<file path="src/rtl/imm_ext_pipe_pkg.sv">
// Shared definitions for the immediate-extension pipeline: op encodings and FSM state.
`timescale 1ns/1ps
package imm_ext_pipe_pkg;

  typedef logic [2:0] op_t;

  localparam op_t OP_ZERO    = 3'b000;
  localparam op_t OP_SIGN    = 3'b001;
  localparam op_t OP_HIGH    = 3'b010;
  localparam op_t OP_BROFF   = 3'b011;
  localparam op_t OP_FUSE_HI = 3'b100;
  localparam op_t OP_FUSE_LO = 3'b101;

  typedef enum logic {
    S_IDLE    = 1'b0,
    S_HI_HELD = 1'b1
  } state_e;

endpackage

</file>
<file path="src/rtl/imm_ext_pipe_if.sv">
// Decode-side request and ALU-side result handshake bundle for imm_ext_pipe.
`timescale 1ns/1ps
interface imm_ext_pipe_if #(
  parameter int IN_W  = 16,
  parameter int OUT_W = 32
);
  logic             in_valid;
  logic             in_ready;
  logic [IN_W-1:0]  in_imm;
  logic [2:0]       in_op;
  logic             in_flush;
  logic             out_valid;
  logic             out_ready;
  logic [OUT_W-1:0] out_imm;
  logic             out_fused;
  logic             out_err;

  modport master (
    output in_valid, in_imm, in_op, in_flush, out_ready,
    input  in_ready, out_valid, out_imm, out_fused, out_err
  );

  modport slave (
    input  in_valid, in_imm, in_op, in_flush, out_ready,
    output in_ready, out_valid, out_imm, out_fused, out_err
  );
endinterface

</file>
<file path="src/rtl/imm_ext_pipe_core.sv">
// Combinational mode arithmetic: turns a raw immediate (plus held upper half) into the extended result.
`timescale 1ns/1ps
module imm_ext_core
  import imm_ext_pipe_pkg::*;
#(
  parameter int IN_W  = 16,
  parameter int OUT_W = 32
) (
  input  logic [IN_W-1:0]  in_imm,
  input  op_t              in_op,
  input  logic [IN_W-1:0]  upper,
  input  logic             fuse_sel,
  output logic [OUT_W-1:0] imm,
  output logic             fused,
  output logic             err
);

  logic [OUT_W-1:0] zero_ext;
  logic [OUT_W-1:0] sign_ext;
  logic [OUT_W-1:0] high_imm;
  logic [OUT_W-1:0] high_upper;

  assign zero_ext   = {{(OUT_W-IN_W){1'b0}}, in_imm};
  assign sign_ext   = {{(OUT_W-IN_W){in_imm[IN_W-1]}}, in_imm};
  assign high_imm   = {in_imm, {(OUT_W-IN_W){1'b0}}};
  assign high_upper = {upper,  {(OUT_W-IN_W){1'b0}}};

  // NOTE: every output gets a default before the case so no path can infer a latch.
  always_comb begin
    imm   = zero_ext;
    fused = 1'b0;
    err   = 1'b0;
    case (in_op)
      OP_ZERO:    imm = zero_ext;
      OP_SIGN:    imm = sign_ext;
      OP_HIGH:    imm = high_imm;
      OP_BROFF:   imm = sign_ext << 2;
      OP_FUSE_HI: imm = zero_ext;
      OP_FUSE_LO: begin
        // Without a held upper half the low half stands alone as a zero-extend.
        if (fuse_sel) begin
          imm   = high_upper | zero_ext;
          fused = 1'b1;
        end
      end
      default: begin
        imm = '1;
        err = 1'b1;
      end
    endcase
  end

endmodule

</file>
<file path="src/rtl/imm_ext_pipe.sv">
// Registered immediate extender: fusion FSM, held upper half, one-deep output register, valid/ready.
`timescale 1ns/1ps
module imm_ext_pipe
  import imm_ext_pipe_pkg::*;
#(
  parameter int IN_W  = 16,
  parameter int OUT_W = 32
) (
  input  logic         clk,
  input  logic         rst_n,
  imm_ext_pipe_if.slave bus
);

  if (IN_W < 2) begin : g_in_w_check
    $error("imm_ext_pipe: IN_W must be at least 2");
  end
  if (OUT_W < IN_W + 2) begin : g_out_w_check
    $error("imm_ext_pipe: OUT_W must be at least IN_W+2");
  end

  state_e           state_q, state_d;
  logic [IN_W-1:0]  upper_q, upper_d;
  logic             out_valid_q, out_valid_d;
  logic [OUT_W-1:0] out_imm_q, out_imm_d;
  logic             out_fused_q, out_fused_d;
  logic             out_err_q, out_err_d;

  logic [OUT_W-1:0] core_imm;
  logic             core_fused;
  logic             core_err;
  logic             accept;

  imm_ext_core #(.IN_W(IN_W), .OUT_W(OUT_W)) u_core (
    .in_imm   (bus.in_imm),
    .in_op    (bus.in_op),
    .upper    (upper_q),
    .fuse_sel (state_q == S_HI_HELD),
    .imm      (core_imm),
    .fused    (core_fused),
    .err      (core_err)
  );

  assign bus.in_ready  = !out_valid_q || bus.out_ready;
  assign accept        = bus.in_valid && bus.in_ready;
  assign bus.out_valid = out_valid_q;
  assign bus.out_imm   = out_imm_q;
  assign bus.out_fused = out_fused_q;
  assign bus.out_err   = out_err_q;

  always_comb begin
    state_d     = state_q;
    upper_d     = upper_q;
    out_valid_d = out_valid_q;
    out_imm_d   = out_imm_q;
    out_fused_d = out_fused_q;
    out_err_d   = out_err_q;
    // Flush wins over both handshakes; a request accepted this cycle is dropped.
    if (bus.in_flush) begin
      state_d     = S_IDLE;
      out_valid_d = 1'b0;
    end else if (accept) begin
      if (bus.in_op == OP_FUSE_HI) begin
        upper_d     = bus.in_imm;
        state_d     = S_HI_HELD;
        out_valid_d = 1'b0;
      end else begin
        state_d     = S_IDLE;
        out_valid_d = 1'b1;
        out_imm_d   = core_imm;
        out_fused_d = core_fused;
        out_err_d   = core_err;
      end
    end else if (bus.out_ready) begin
      out_valid_d = 1'b0;
    end
  end

  // NOTE: state uses non-blocking assignments so every register samples pre-edge values.
  // NOTE: all registers, including the held upper half, reset so a post-reset FUSE_LO is clean.
  always_ff @(posedge clk or negedge rst_n) begin
    if (!rst_n) begin
      state_q     <= S_IDLE;
      upper_q     <= '0;
      out_valid_q <= 1'b0;
      out_imm_q   <= '0;
      out_fused_q <= 1'b0;
      out_err_q   <= 1'b0;
    end else begin
      state_q     <= state_d;
      upper_q     <= upper_d;
      out_valid_q <= out_valid_d;
      out_imm_q   <= out_imm_d;
      out_fused_q <= out_fused_d;
      out_err_q   <= out_err_d;
    end
  end

endmodule

</file>
<file path="src/flat_wrapper.sv">
// flat-port wrapper written by rule: the top's interface ports become plain ports
module imm_ext_pipe_flat import imm_ext_pipe_pkg::*;
#(
  parameter int IN_W  = 16,
  parameter int OUT_W = 32
)
  (clk, rst_n, bus_in_valid, bus_in_imm, bus_in_op, bus_in_flush, bus_out_ready, bus_in_ready, bus_out_valid, bus_out_imm, bus_out_fused, bus_out_err);
  imm_ext_pipe_if #(.IN_W(IN_W), .OUT_W(OUT_W)) bus_i ();
  input  logic clk;
  input  logic rst_n;
  input wire logic [$bits(bus_i.in_valid)-1:0] bus_in_valid;
  input wire logic [$bits(bus_i.in_imm)-1:0] bus_in_imm;
  input wire logic [$bits(bus_i.in_op)-1:0] bus_in_op;
  input wire logic [$bits(bus_i.in_flush)-1:0] bus_in_flush;
  input wire logic [$bits(bus_i.out_ready)-1:0] bus_out_ready;
  output wire logic [$bits(bus_i.in_ready)-1:0] bus_in_ready;
  output wire logic [$bits(bus_i.out_valid)-1:0] bus_out_valid;
  output wire logic [$bits(bus_i.out_imm)-1:0] bus_out_imm;
  output wire logic [$bits(bus_i.out_fused)-1:0] bus_out_fused;
  output wire logic [$bits(bus_i.out_err)-1:0] bus_out_err;
  assign bus_i.in_valid = bus_in_valid;
  assign bus_i.in_imm = bus_in_imm;
  assign bus_i.in_op = bus_in_op;
  assign bus_i.in_flush = bus_in_flush;
  assign bus_i.out_ready = bus_out_ready;
  assign bus_in_ready = bus_i.in_ready;
  assign bus_out_valid = bus_i.out_valid;
  assign bus_out_imm = bus_i.out_imm;
  assign bus_out_fused = bus_i.out_fused;
  assign bus_out_err = bus_i.out_err;
  imm_ext_pipe #(.IN_W(IN_W), .OUT_W(OUT_W)) u_core (.clk(clk), .rst_n(rst_n), .bus(bus_i));
endmodule
</file>
<file path="config.mk">
export PLATFORM = sky130hd
export DESIGN_NAME = imm_ext_pipe_flat
export DESIGN_NICKNAME = d
export VERILOG_FILES = /design/src/rtl/imm_ext_pipe_pkg.sv /design/src/rtl/imm_ext_pipe_if.sv /design/src/rtl/imm_ext_pipe_core.sv /design/src/rtl/imm_ext_pipe.sv /design/src/flat_wrapper.sv
export SDC_FILE = /design/constraint.sdc
export NUM_CORES = 1
export LEC_CHECK = 0
export CORE_MARGIN = 2
export CORE_UTILIZATION = 50
export DETAILED_ROUTE_END_ITERATION = 16
export PLACE_DENSITY = 0.86
export REMOVE_ABC_BUFFERS = 1
export SLEW_MARGIN = 0
export SYNTH_ARGS = -nofsm -noshare
export SYNTH_HDL_FRONTEND = slang
export SYNTH_HIERARCHICAL = 1
export SYNTH_SLANG_ARGS = --single-unit
</file>
<file path="constraint.sdc">
create_clock -name clk -period 3 [get_ports clk]
set_input_delay 0.9 -clock clk [delete_from_list [all_inputs] [get_ports clk]]
set_output_delay 0.9 -clock clk [all_outputs]
set_load 0.03 [all_outputs]
</file>
==> flow_summary.yaml, run 1 <==
worst_setup_path:
  crit_chain: "clkdlybuf4s50_1 -> buf_4 -> nand2_1 -> o21ai_1 -> a221o_1 -> mux2_4"
  worst_path_largest_cell_delay_ps: 580
  r2r-end: "u_core/bus.out_imm[1]"
  startpoint_type: "input port"
  r2r_start: "u_core/bus.out_valid"
  critPathTopFamily: "buffers and inverters"
  cp-end-kind: "flop"
  critPathBufInv: 2
  crit_required_ps: 3250
  slowest_stage: "o21ai_1"
  ff2ff_setup_slack_ps: 1350
  critPathKind: "in2reg"
  worst_r2r_path_depth: 4
  crit_arrival_ps: 2890
  crit_start: "bus_in_op[1]"
  crit_fanout: 31
synthesis:
  synth_area_leader_cell: "dfrtp_1"
  synth_xor_area_frac: 0
  yosys_warnings: 6
  seq_area_frac_synth: 0.481
  synthMuxAreaShare: 0.267
  synth_ff_type: "dfrtp_1"
  syn_inst: 201
  synth_fa_ha_area_frac: 0
  synth_simple_gate_area_share: 0.0593
  synth_edf_count: 0
  async_reset_ff_frac: 1.00
  avgSynthCellArea_um2: 13.4
  synth_top_family_by_area: "multiplexers"
  synthTopCellsByArea: "dfrtp_1, mux2_4, a21oi_1"
  ys_seq_elements: 52
  yosys.area.top_type_share: 0.481
  synth_area_um2: 2700
  synth-compound-area-share: 0.132
  yosysUniqueCellTypes: 30
timing:
  slew_violations: 0
  setup_viol_count_final: 0
  max_freq_mhz: 379
  hold_violations: 0
  post-route-period-util: 0.880
  worstMarginPinSlew_ps: 1060
  rsz0062_at_grt: "false"
  clock_skew_ps: 6.31
  period_needed_ps: 2640
  slew_headroom: 0.287
clock_tree:
  numCtsBuffers: 5
  path_clk_slew_ps: 90
  cts_root_buf: "clkbuf_8"
  cts_htree_levels: 2
  clock_sinks: 52
  insertion_delay_ps: 310
  cts.path.max_buffers: 2
  hold_buffers: 0
  cts_tree: "yes"
  cts_setup_buffers: 0
  cts_resized: 0
status:
  status: "finished clean"
drt:
  wirelength_mm: 5.57
  num_vias: 1804
  dr.pass1.iters: 4
  drc: 0
  vias_per_cell: 5.50
  drtAntennaViolNets: 0
  drt_iter0_drc: 150
  avgRoutedWirePerCell_um: 17.0
placed_design:
  hpwl_mm: 3.88
  gp_congestion: 0.792
  io_buffers: 59
grt:
  track_usage: 0.196
  grt_pass1_wl_mm: 9.20
  first_global_vias: 1839
  grt_overflow_total: 0
  antenna_found_initial: 0
  grt_max_degree: 53
finish:
  nFillCells: 391
  syn2layout_area_growth_pct: 25.4
  num_antenna_cells: 0
  final_layout_size_suffix_gt1_frac: 0.287
  final_util: 0.655
  nNetsFinal: 281
floorplan:
  core_area_um2: 5170
  dieArea_um2: 6010
  start_util: 0.522
  die_h_um: 77.5
  ios: 60
  placementRows: 26
  die_width_um: 77.5
pwr:
  ir_drop_v: 0.000434
  switchingPower_w: 0.000699
  p_int_w: 0.00143
  p_leak_nw: 1.51
  p_sw_frac: 0.328
  p_clk_frac: 0.187
  pwr-share-comb: 0.370
  pwr-share-seq: 0.443
  powerDensity_nw_per_um2: 629
  p_total_w: 0.00213
min_path:
  hold_end: "u_core/bus.out_imm[20]"
  hp-start: "u_core/bus.out_imm[20]"
  hold_path.class: "reg2reg"
  whs_path_depth: 1
run:
  timing.max_cap.violations: 0
## power groups by stage
stage | Combinational (W) | Clock, W | Sequential (W)
after global placement | 0.000776 | 0 | 0.000951
after detailed placement | 0.000791 | 0 | 0.000957
final | 0.000790 | 0.000398 | 0.000945
after CTS | 0.000795 | 0.000410 | 0.000945
after floorplan | 0.000280 | 0 | 0.00114
after global routing | 0.000830 | 0.000447 | 0.000965
## worst register-to-register path, cell delays in order, from the launching register on
cell,delay (ps)
dfrtp_1,420
nand2b_4,120
nor4bb_4,290
buf_4,330
mux2_2,380
## registers in the layout, indices dropped and copies added, names as in the netlist
signal                flops
u_core/upper_q           16
u_core/bus.out_fused      1
u_core/bus.out_valid      1
u_core/bus.out_err        1
u_core/bus.out_imm       32
u_core/state_q            1
## layout make-up
class / count / area (um2) / share of cell area
Sequential cell: 52 / 1300 / 0.384
Multi-Input combinational cell: 129 / 1250 / 0.370
Timing Repair Buffer: 66 / 648 / 0.191
Tap cell: 70 / 87.6 / 0.0258
Clock buffer: 6 / 72.6 / 0.0214
Clock inverter: 2 / 16.3 / 0.00480
Inverter: 3 / 11.3 / 0.00332
## routing by layer
| layer | routed length, um | GRT usage | vias to the layer above |
|---|---|---|---|
| met5 | 0 | 0 | - |
| met4 | 87 | 0.0589 | 0 |
| met3 | 302 | 0.0512 | 8 |
| met2 | 2690 | 0.312 | 60 |
| met1 | 2490 | 0.265 | 884 |
| li1 | - | - | 852 |
## worst max path at each step
stage          cells past startpoint                     end  slack, ps
6_report                           6  u_core/bus.out_imm[20]        360
5_1_grt                            5  u_core/bus.out_imm[18]        340
4_1_cts                            5  u_core/bus.out_imm[18]        410
3_5_place_dp                       5  u_core/bus.out_imm[23]         90
3_3_place_gp                       5  u_core/bus.out_imm[18]        140
2_1_floorplan                      3      u_core/bus.out_err      -1730
## synth_stat cells (2+ instances only)
library cell / n
a21o_1: 2
nor2_1: 14
buf_2: 4
nand2_1: 3
a221o_1: 14
nand3_1: 2
mux2_4: 39
o21ai_0: 2
dfrtp_1: 52
clkbuf_1: 4
mux2_2: 12
a21oi_1: 29
buf_6: 4
buf_12: 3
inv_1: 2
## metrics by stage
step | worst slack [ps] | setup TNS, ps | instance area (um2) | hold slack, ps | std cells
final | 361 | 0 | 3390 | 514 | 328
after global routing | 342 | 0 | 3390 | 537 | 328
after CTS | 413 | 0 | 3390 | 519 | 328
after detailed placement | 92.0 | 0 | 3300 | 491 | 320
after global placement | 145 | 0 | 3300 | 488 | 320
after floorplan | -1730 | -59020 | 2550 | 476 | 184
## kinds of logic (layout without fill, tap and decap cells)
group	Yosys count	count (layout)
buffers and inverters	20	77
flip-flops	52	52
AO/OA/AOI/OAI	53	53
AND/OR/NAND/NOR	25	25
multiplexers	51	51
## layout by cell type (no fill, tap or decap), drive strengths merged, types with 2 or more instances in the layout
master	Yosys	final
nand2	3	3
a21oi	29	29
mux2	51	51
buf	13	9
a221o	14	14
a21o	2	2
o21ai	2	2
clkdlybuf4s50	0	57
clkbuf	4	6
nor2	14	14
dfrtp	52	52
nand3	2	2
inv	3	3
No activity file was read; power rests on OpenSTA's default activity.
==> inputs of run 2 (changes only) <==
--- a/config.mk
+++ b/config.mk
@@ -5,7 +5,7 @@
 export SDC_FILE = /design/constraint.sdc
 export NUM_CORES = 1
 export LEC_CHECK = 0
-export CORE_MARGIN = 2
+export CAP_MARGIN = 20
 export CORE_UTILIZATION = 50
 export DETAILED_ROUTE_END_ITERATION = 16
 export PLACE_DENSITY = 0.86
==> flow_summary.yaml, run 2 (synthesis gave the netlist of run 1 again) <==
placed_design:
  gp_congestion: 0.815
  dp.cells: 322
  hpwl_mm: 3.94
  io_buffers: 59
timing:
  worstMarginPinSlew_ps: 1090
  period_needed_ps: 2690
  setup_viol_count_final: 0
  slew_headroom: 0.266
  max_freq_mhz: 372
  post-route-period-util: 0.896
  clock_skew_ps: 7.85
  hold_violations: 0
  slew_violations: 0
  rsz0062_at_grt: "false"
clock_tree:
  numCtsBuffers: 5
  path_clk_slew_ps: 90
  insertion_delay_ps: 310
  clock_sinks: 52
  cts_root_buf: "clkbuf_8"
  cts_resized: 0
  cts_tree: "yes"
  cts_setup_buffers: 0
  hold_buffers: 0
  cts_htree_levels: 2
  cts.path.max_buffers: 2
worst_setup_path:
  crit_arrival_ps: 2940
  crit_fanout: 14
  slowest_stage: "o21ai_1"
  cp-end-kind: "flop"
  startpoint_type: "input port"
  critPathBufInv: 1
  critPathKind: "in2reg"
  crit_required_ps: 3250
  worst_r2r_path_depth: 3
  crit_chain: "clkdlybuf4s50_1 -> nand2_1 -> o21ai_1 -> a221o_1 -> mux2_4"
  ff2ff_setup_slack_ps: 1380
  r2r-end: "u_core/bus.out_imm[19]"
  worst_path_largest_cell_delay_ps: 860
  r2r_start: "u_core/state_q"
  critPathTopFamily: "compound AO/OA/AOI/OAI gates"
grt:
  track_usage: 0.221
  grt_pass1_wl_mm: 9.30
  first_global_vias: 1874
  grt_max_degree: 32
  grt_overflow_total: 0
  antenna_found_initial: 0
finish:
  nNetsFinal: 283
  final-instance-count-excl-fill: 330
  final_layout_size_suffix_gt1_frac: 0.292
  syn2layout_area_growth_pct: 26.6
  num_antenna_cells: 0
  largest_register_ffs: 32
  most-common-layout-cells: "clkdlybuf4s50_1, dfrtp_1, mux2_4, a21oi_1"
  final_common_cell: "clkdlybuf4s50_1"
min_path:
  hold_end: "u_core/bus.out_fused"
  hp-start: "u_core/bus.out_fused"
  whs_path_depth: 1
  hold_path.class: "reg2reg"
drt:
  dr.pass1.iters: 4
  avgRoutedWirePerCell_um: 17.1
  wirelength_mm: 5.65
  vias_per_cell: 5.58
  drc: 0
  drt_iter0_drc: 109
  num_vias: 1840
  drtAntennaViolNets: 0
pwr:
  ir_drop_v: 0.000344
  p_leak_nw: 1.52
  powerDensity_nw_per_um2: 631
  p_total_w: 0.00216
run:
  timing.max_cap.violations: 0
floorplan:
  ios: 60
  placementRows: 26
  start_util: 0.522
  dieArea_um2: 5700
  die_width_um: 75.5
  core_area_um2: 5170
  die_h_um: 75.5
status:
  status: "finished clean"
run 2: worst max path at each step:
stage | startpoint | end | slack [ps] | cells after the start
after floorplan | bus_in_op[2] | u_core/bus.out_err | -1730 | 3
after global placement | bus_in_op[0] | u_core/bus.out_imm[22] | 130 | 5
after detailed placement | bus_in_op[0] | u_core/bus.out_imm[19] | 50 | 5
after CTS | bus_in_op[0] | u_core/bus.out_imm[19] | 370 | 5
after global routing | bus_in_op[0] | u_core/bus.out_imm[25] | 260 | 5
final | bus_in_op[0] | u_core/bus.out_imm[19] | 310 | 5
run 2: routing by layer:
layer  wire length (um)  global-route usage  share of wire  vias to the layer above
li1                   -                   -              -                      852
met1               2550               0.304           0.45                      911
met2               2720               0.365           0.48                       69
met3                309              0.0410          0.055                        8
met4                 65              0.0556          0.012                        0
met5                  0                   0              0                        -
run 2: area by class of cell:
type | count | area [um2]
Fill cell | 374 | 1750
Multi-Input combinational cell | 129 | 1250
Inverter | 3 | 11.3
Tap cell | 70 | 87.6
Sequential cell | 52 | 1300
Clock buffer | 7 | 86.3
Timing Repair Buffer | 68 | 676
Clock inverter | 1 | 7.51
run 2: report_power, final:
group          internal [W]  switching (W)  leakage [nW]  total, W
logic              0.000419       0.000375         0.852  0.000794
registers          0.000852      0.0000922         0.628  0.000945
clock network      0.000188       0.000234        0.0445  0.000422
run 2: through the flow:
step                area [um2]  setup TNS, ps  setup WS [ps]  utilization  hold WS (ps)
floorplan                 2550         -59020          -1730            -           476
global placement          3330              0            129        0.643           488
detailed placement        3330              0           47.8        0.643           495
CTS                       3420              0            369        0.662           518
global route              3420              0            265        0.662           529
finish                    3420              0            313        0.662           513
run 2: worst register-to-register path, stage by stage, from the launching register on:
cell	delay [ps]
dfrtp_1	420
and4_1	400
a221o_1	430
mux2_4	270
==> edit 1 (flow settings as in run 2) <==
`IN_W` is set to 16 in 4 places; all go to 20.
--- a/src/rtl/imm_ext_pipe_if.sv
+++ b/src/rtl/imm_ext_pipe_if.sv
@@ -3,3 +3,3 @@
 interface imm_ext_pipe_if #(
-  parameter int IN_W  = 16,
+  parameter int IN_W  = 20,
   parameter int OUT_W = 32
--- a/src/rtl/imm_ext_pipe_core.sv
+++ b/src/rtl/imm_ext_pipe_core.sv
@@ -5,3 +5,3 @@
 #(
-  parameter int IN_W  = 16,
+  parameter int IN_W  = 20,
   parameter int OUT_W = 32
--- a/src/rtl/imm_ext_pipe.sv
+++ b/src/rtl/imm_ext_pipe.sv
@@ -5,3 +5,3 @@
 #(
-  parameter int IN_W  = 16,
+  parameter int IN_W  = 20,
   parameter int OUT_W = 32
--- a/src/flat_wrapper.sv
+++ b/src/flat_wrapper.sv
@@ -3,3 +3,3 @@
 #(
-  parameter int IN_W  = 16,
+  parameter int IN_W  = 20,
   parameter int OUT_W = 32
Ports: changed (resized bus_in_imm); port bits go from 60 to 64. The function was not compared with the original's and may differ.
==> edit 1 against run 2 <==
Synthesized area rose by 9.5%; sequential cell count rose by 4; power rose by 2.3%; cell count rose by 11%; count of clock-buffer cells in the layout fell by 2; worst setup slack improved by 91 ps; sequential power rose by 7%; die area rose by 9.3%; routed wire length rose by 8.6%; synthesized cell count rose by 14%; design area rose by 7.9%; critical path depth fell by 2; critical endpoint is now bus_in_ready; highest routed layer unchanged.
==> edit 1: results (changes against run 2) <==
The tools report the aggregate routed wire length as 6140 µm (+8.6%). The tools report the global routing usage summed across all routing layers as 21.4% (-0.74 points). The tools report the footprint of the flip-flops and latches as 0.00140 mm² (+7.7%). The cell with the largest stage delay on the worst path was clkdlybuf4s50_1. The tools report the met2 layer wire length in the routed design as 3020 µm (+11%). The run gives 54.2% (+28 points) as the worst relative slew slack. The start point of the worst min-delay path was u_core/upper_q[8].

The met2 usage in global routing was 34.0% (-2.5 points); the data arrival time of the worst path was 1700 ps (-1240 ps). The switching part of the total came out at 32.3% (-0.19 points). The run gives 29.7% (-0.68 points) as the global routing usage on met1. The number of non-clock inverters came out at 4 (+1). The total number of vias is 2,058 (+12%). The proportion of synthesized area in mux cells works out to 26.7% (+0.045 points). For the met3 routed wirelength, the log shows 251 µm (-19%). The total of buffers placed on input and output ports was 63 (+6.8%). The fraction of the cycle the final worst path needs was 86.5% (-3.0 points). After synthesis, the cell types taking the most area are dfrtp_1 (47%), mux2_4 (15%), mux2_2 (9.1%).

Ranked by instance count, the synthesized netlist is headed by dfrtp_1 (56), mux2_4 (30), mux2_2 (24). The number of design-rule violations left by the first detailed-router iteration is 143 (+31%), and the average instance area after synthesis is 12.9 µm² (-3.9%). The count of fill cells added during filler insertion came out at 447 (+20%).

The areal power density over the cells is 598 mW/mm² (-5.3%), and the via count of the first global-routing pass is 2,014 (+7.5%). The share of final layout cell area taken by non-clock buffers was 19.9% (+0.11 points). The maximum ir drop on the vdd rail was 0.309 mV (-10%); the post-detailed-route via-to-cell ratio was 5.61 (+0.57%). The maximum cell stage delay along the critical path is 380 ps (-480 ps). Power in the clock group: 393 µW (-6.9%). The run gives 6.01 ps (-1.84 ps) as the final clock skew. The met3 global-route usage came out at 5.17% (+1.1 points).

The logs give 4390 µm (+11%) for the estimated wirelength of the detail-placed design and 516 ps (+2.94 ps) for the worst hold margin. The flow ran to the end, and the final reports show no timing, DRC or antenna violations. The synthesis-to-finish area growth was 24.8%. The complex-gate fraction of the synthesized area was 11.6% (-1.7 points).
edit 1: changes by cell type after synthesis, sizes merged, moves of 4 or more:
cell and delta:
nor2 -4, nand2 +12, o2bb2ai +7, dfrtp +4, a21oi -7, mux2i +7
edit 1: cell families (layout without fill, tap and decap cells):
family | count (synthesis) | after routing
multiplexers | 61 | 61
flip-flops | 56 | 56
buffers and inverters | 23 | 89
AND/OR/NAND/NOR | 40 | 40
AO/OA/AOI/OAI | 49 | 49
edit 1: worst max-delay path by stage:
stage	endpoint	startpoint
after CTS	bus_in_ready	bus_out_ready
after detailed placement	u_core/bus.out_imm[24]	bus_in_op[1]
after floorplan	u_core/bus.out_err	bus_out_ready
after global placement	u_core/bus.out_imm[25]	bus_in_op[1]
final	bus_in_ready	bus_out_ready
after global routing	bus_in_ready	bus_out_ready
edit 1: critical path: cells and delay by family:
kind	cells	cell delay (ps)
buffers and inverters	2	570
AND/OR/NAND/NOR	1	220
==> edit 2 (settings of run 2) <==
Made on the original files. Reset style: synchronous (`rst_n`), changed in one clocked block.
--- a/src/rtl/imm_ext_pipe.sv
+++ b/src/rtl/imm_ext_pipe.sv
@@ -79,3 +79,3 @@
   // NOTE: all registers, including the held upper half, reset so a post-reset FUSE_LO is clean.
-  always_ff @(posedge clk or negedge rst_n) begin
+  always_ff @(posedge clk) begin
     if (!rst_n) begin
Check against the original RTL: differs if rst_n is asserted again (counterexample within 4 cycles, from zero or initial values and one cycle with rst_n low); with rst_n held inactive, the same outputs for 10 cycles.
==> edit 2 against run 2 <==
Synthesized area fell by 3.1%; first-iteration DRC count rose by 130%; design area fell by 1.5%; worst setup slack got worse by 29 ps; sequential cell count did not move; routed wire length rose by 8.8%; critical endpoint is now bus_in_ready.
Power is not compared: it rests on default switching activity, and its combinational part moved more than twofold at a synthesized area within 25%.
==> edit 2: results (changes against run 2) <==
Placer's final routability congestion estimate: 0.817 (+0.31%). For the via count of the first global-routing pass, the log shows 2,129 (+14%). Synthesized instance count: 316 (+57%). The number of design-rule violations left by the first detailed-router iteration came out at 253 (+130%). Post-detailed-route via-to-cell ratio: 5.41 (-3.0%). The final clock skew was 5.28 ps (-2.58 ps). On the critical path the largest part of the delay comes from buffers and inverters. The placed instance count was 428 (+33%). The met2 layer wire length in the routed design was 2990 µm (+9.8%); the biggest fanout along the worst timing path was 5 (-9). The global-route wire length before repair came out at 9850 µm (+5.9%).

The largest individual stage delay along the critical path comes from the cell clkdlybuf4s50_1. The ratio of cells with drive above 1 in the final layout came out at 7.86% (-21 points). The met3 global-route usage was 6.10% (+2.0 points); the met1 layer wirelength in the final routing was 2730 µm (+6.9%). The pre-CTS worst setup slack is 127 ps (+79.5 ps), and the register-to-register setup slack is 1540 ps (+160 ps). The run gives 0.00326 mm² (-2.1%) as the placed cell area.

By instance count, the leading cell after synthesis is nand2_1. The global routing usage summed across all routing layers was 23.4% (+1.3 points); the complex-gate fraction of the synthesized area was 13.4% (+0.13 points). The share of synthesized registers carrying an async set or reset is 0% (-100 points).

The run gives 39.2% (+2.7 points) as the met2 usage in global routing. The logs give 459 ps (-54.3 ps) for the worst hold margin and 392 (+39%) for the final layout net count. The run finished with clean final reports. Data arrival time of the worst path: 1820 ps (-1120 ps). The measured slew at the worst slew-check pin is 1030 ps (-66.8 ps).

For the met3 routed wirelength, the log shows 325 µm (+5.2%). The tools report the global routing usage on met1 as 29.4% (-0.99 points).
[edit 2: where the power goes]
part	leakage, µW	internal, µW	total (µW)	switching (µW)
Clock	0.0000541	247	483	236
Combinational	0.000792	140	316	176
Sequential	0.000423	718	733	14.8
Total	0.00127	1100	1530	427
[edit 2: final cells by class]
type                    instances  area [µm²]
fillers                       409        1510
multi-input cells             232        1400
clock inverters                 3        42.5
inverters                       5        18.8
repair buffers                 72         718
clock buffers                   5        68.8
flip-flops and latches         52        1040
well taps                      67        83.8
[edit 2: worst min-delay path, stage by stage, from the launching register on]
cell	delay (ps)
dfxtp_1	310
nand2_1	50
mux2i_1	50
[edit 2: final timing paths]
kind,from,to,depth (start not counted)
setup reg to reg,u_core/bus.out_valid,u_core/bus.out_imm[17],4
setup / recovery,bus_out_ready,bus_in_ready,4
hold / removal,u_core/bus.out_fused,u_core/bus.out_fused,2
hold reg to reg,u_core/bus.out_fused,u_core/bus.out_fused,2
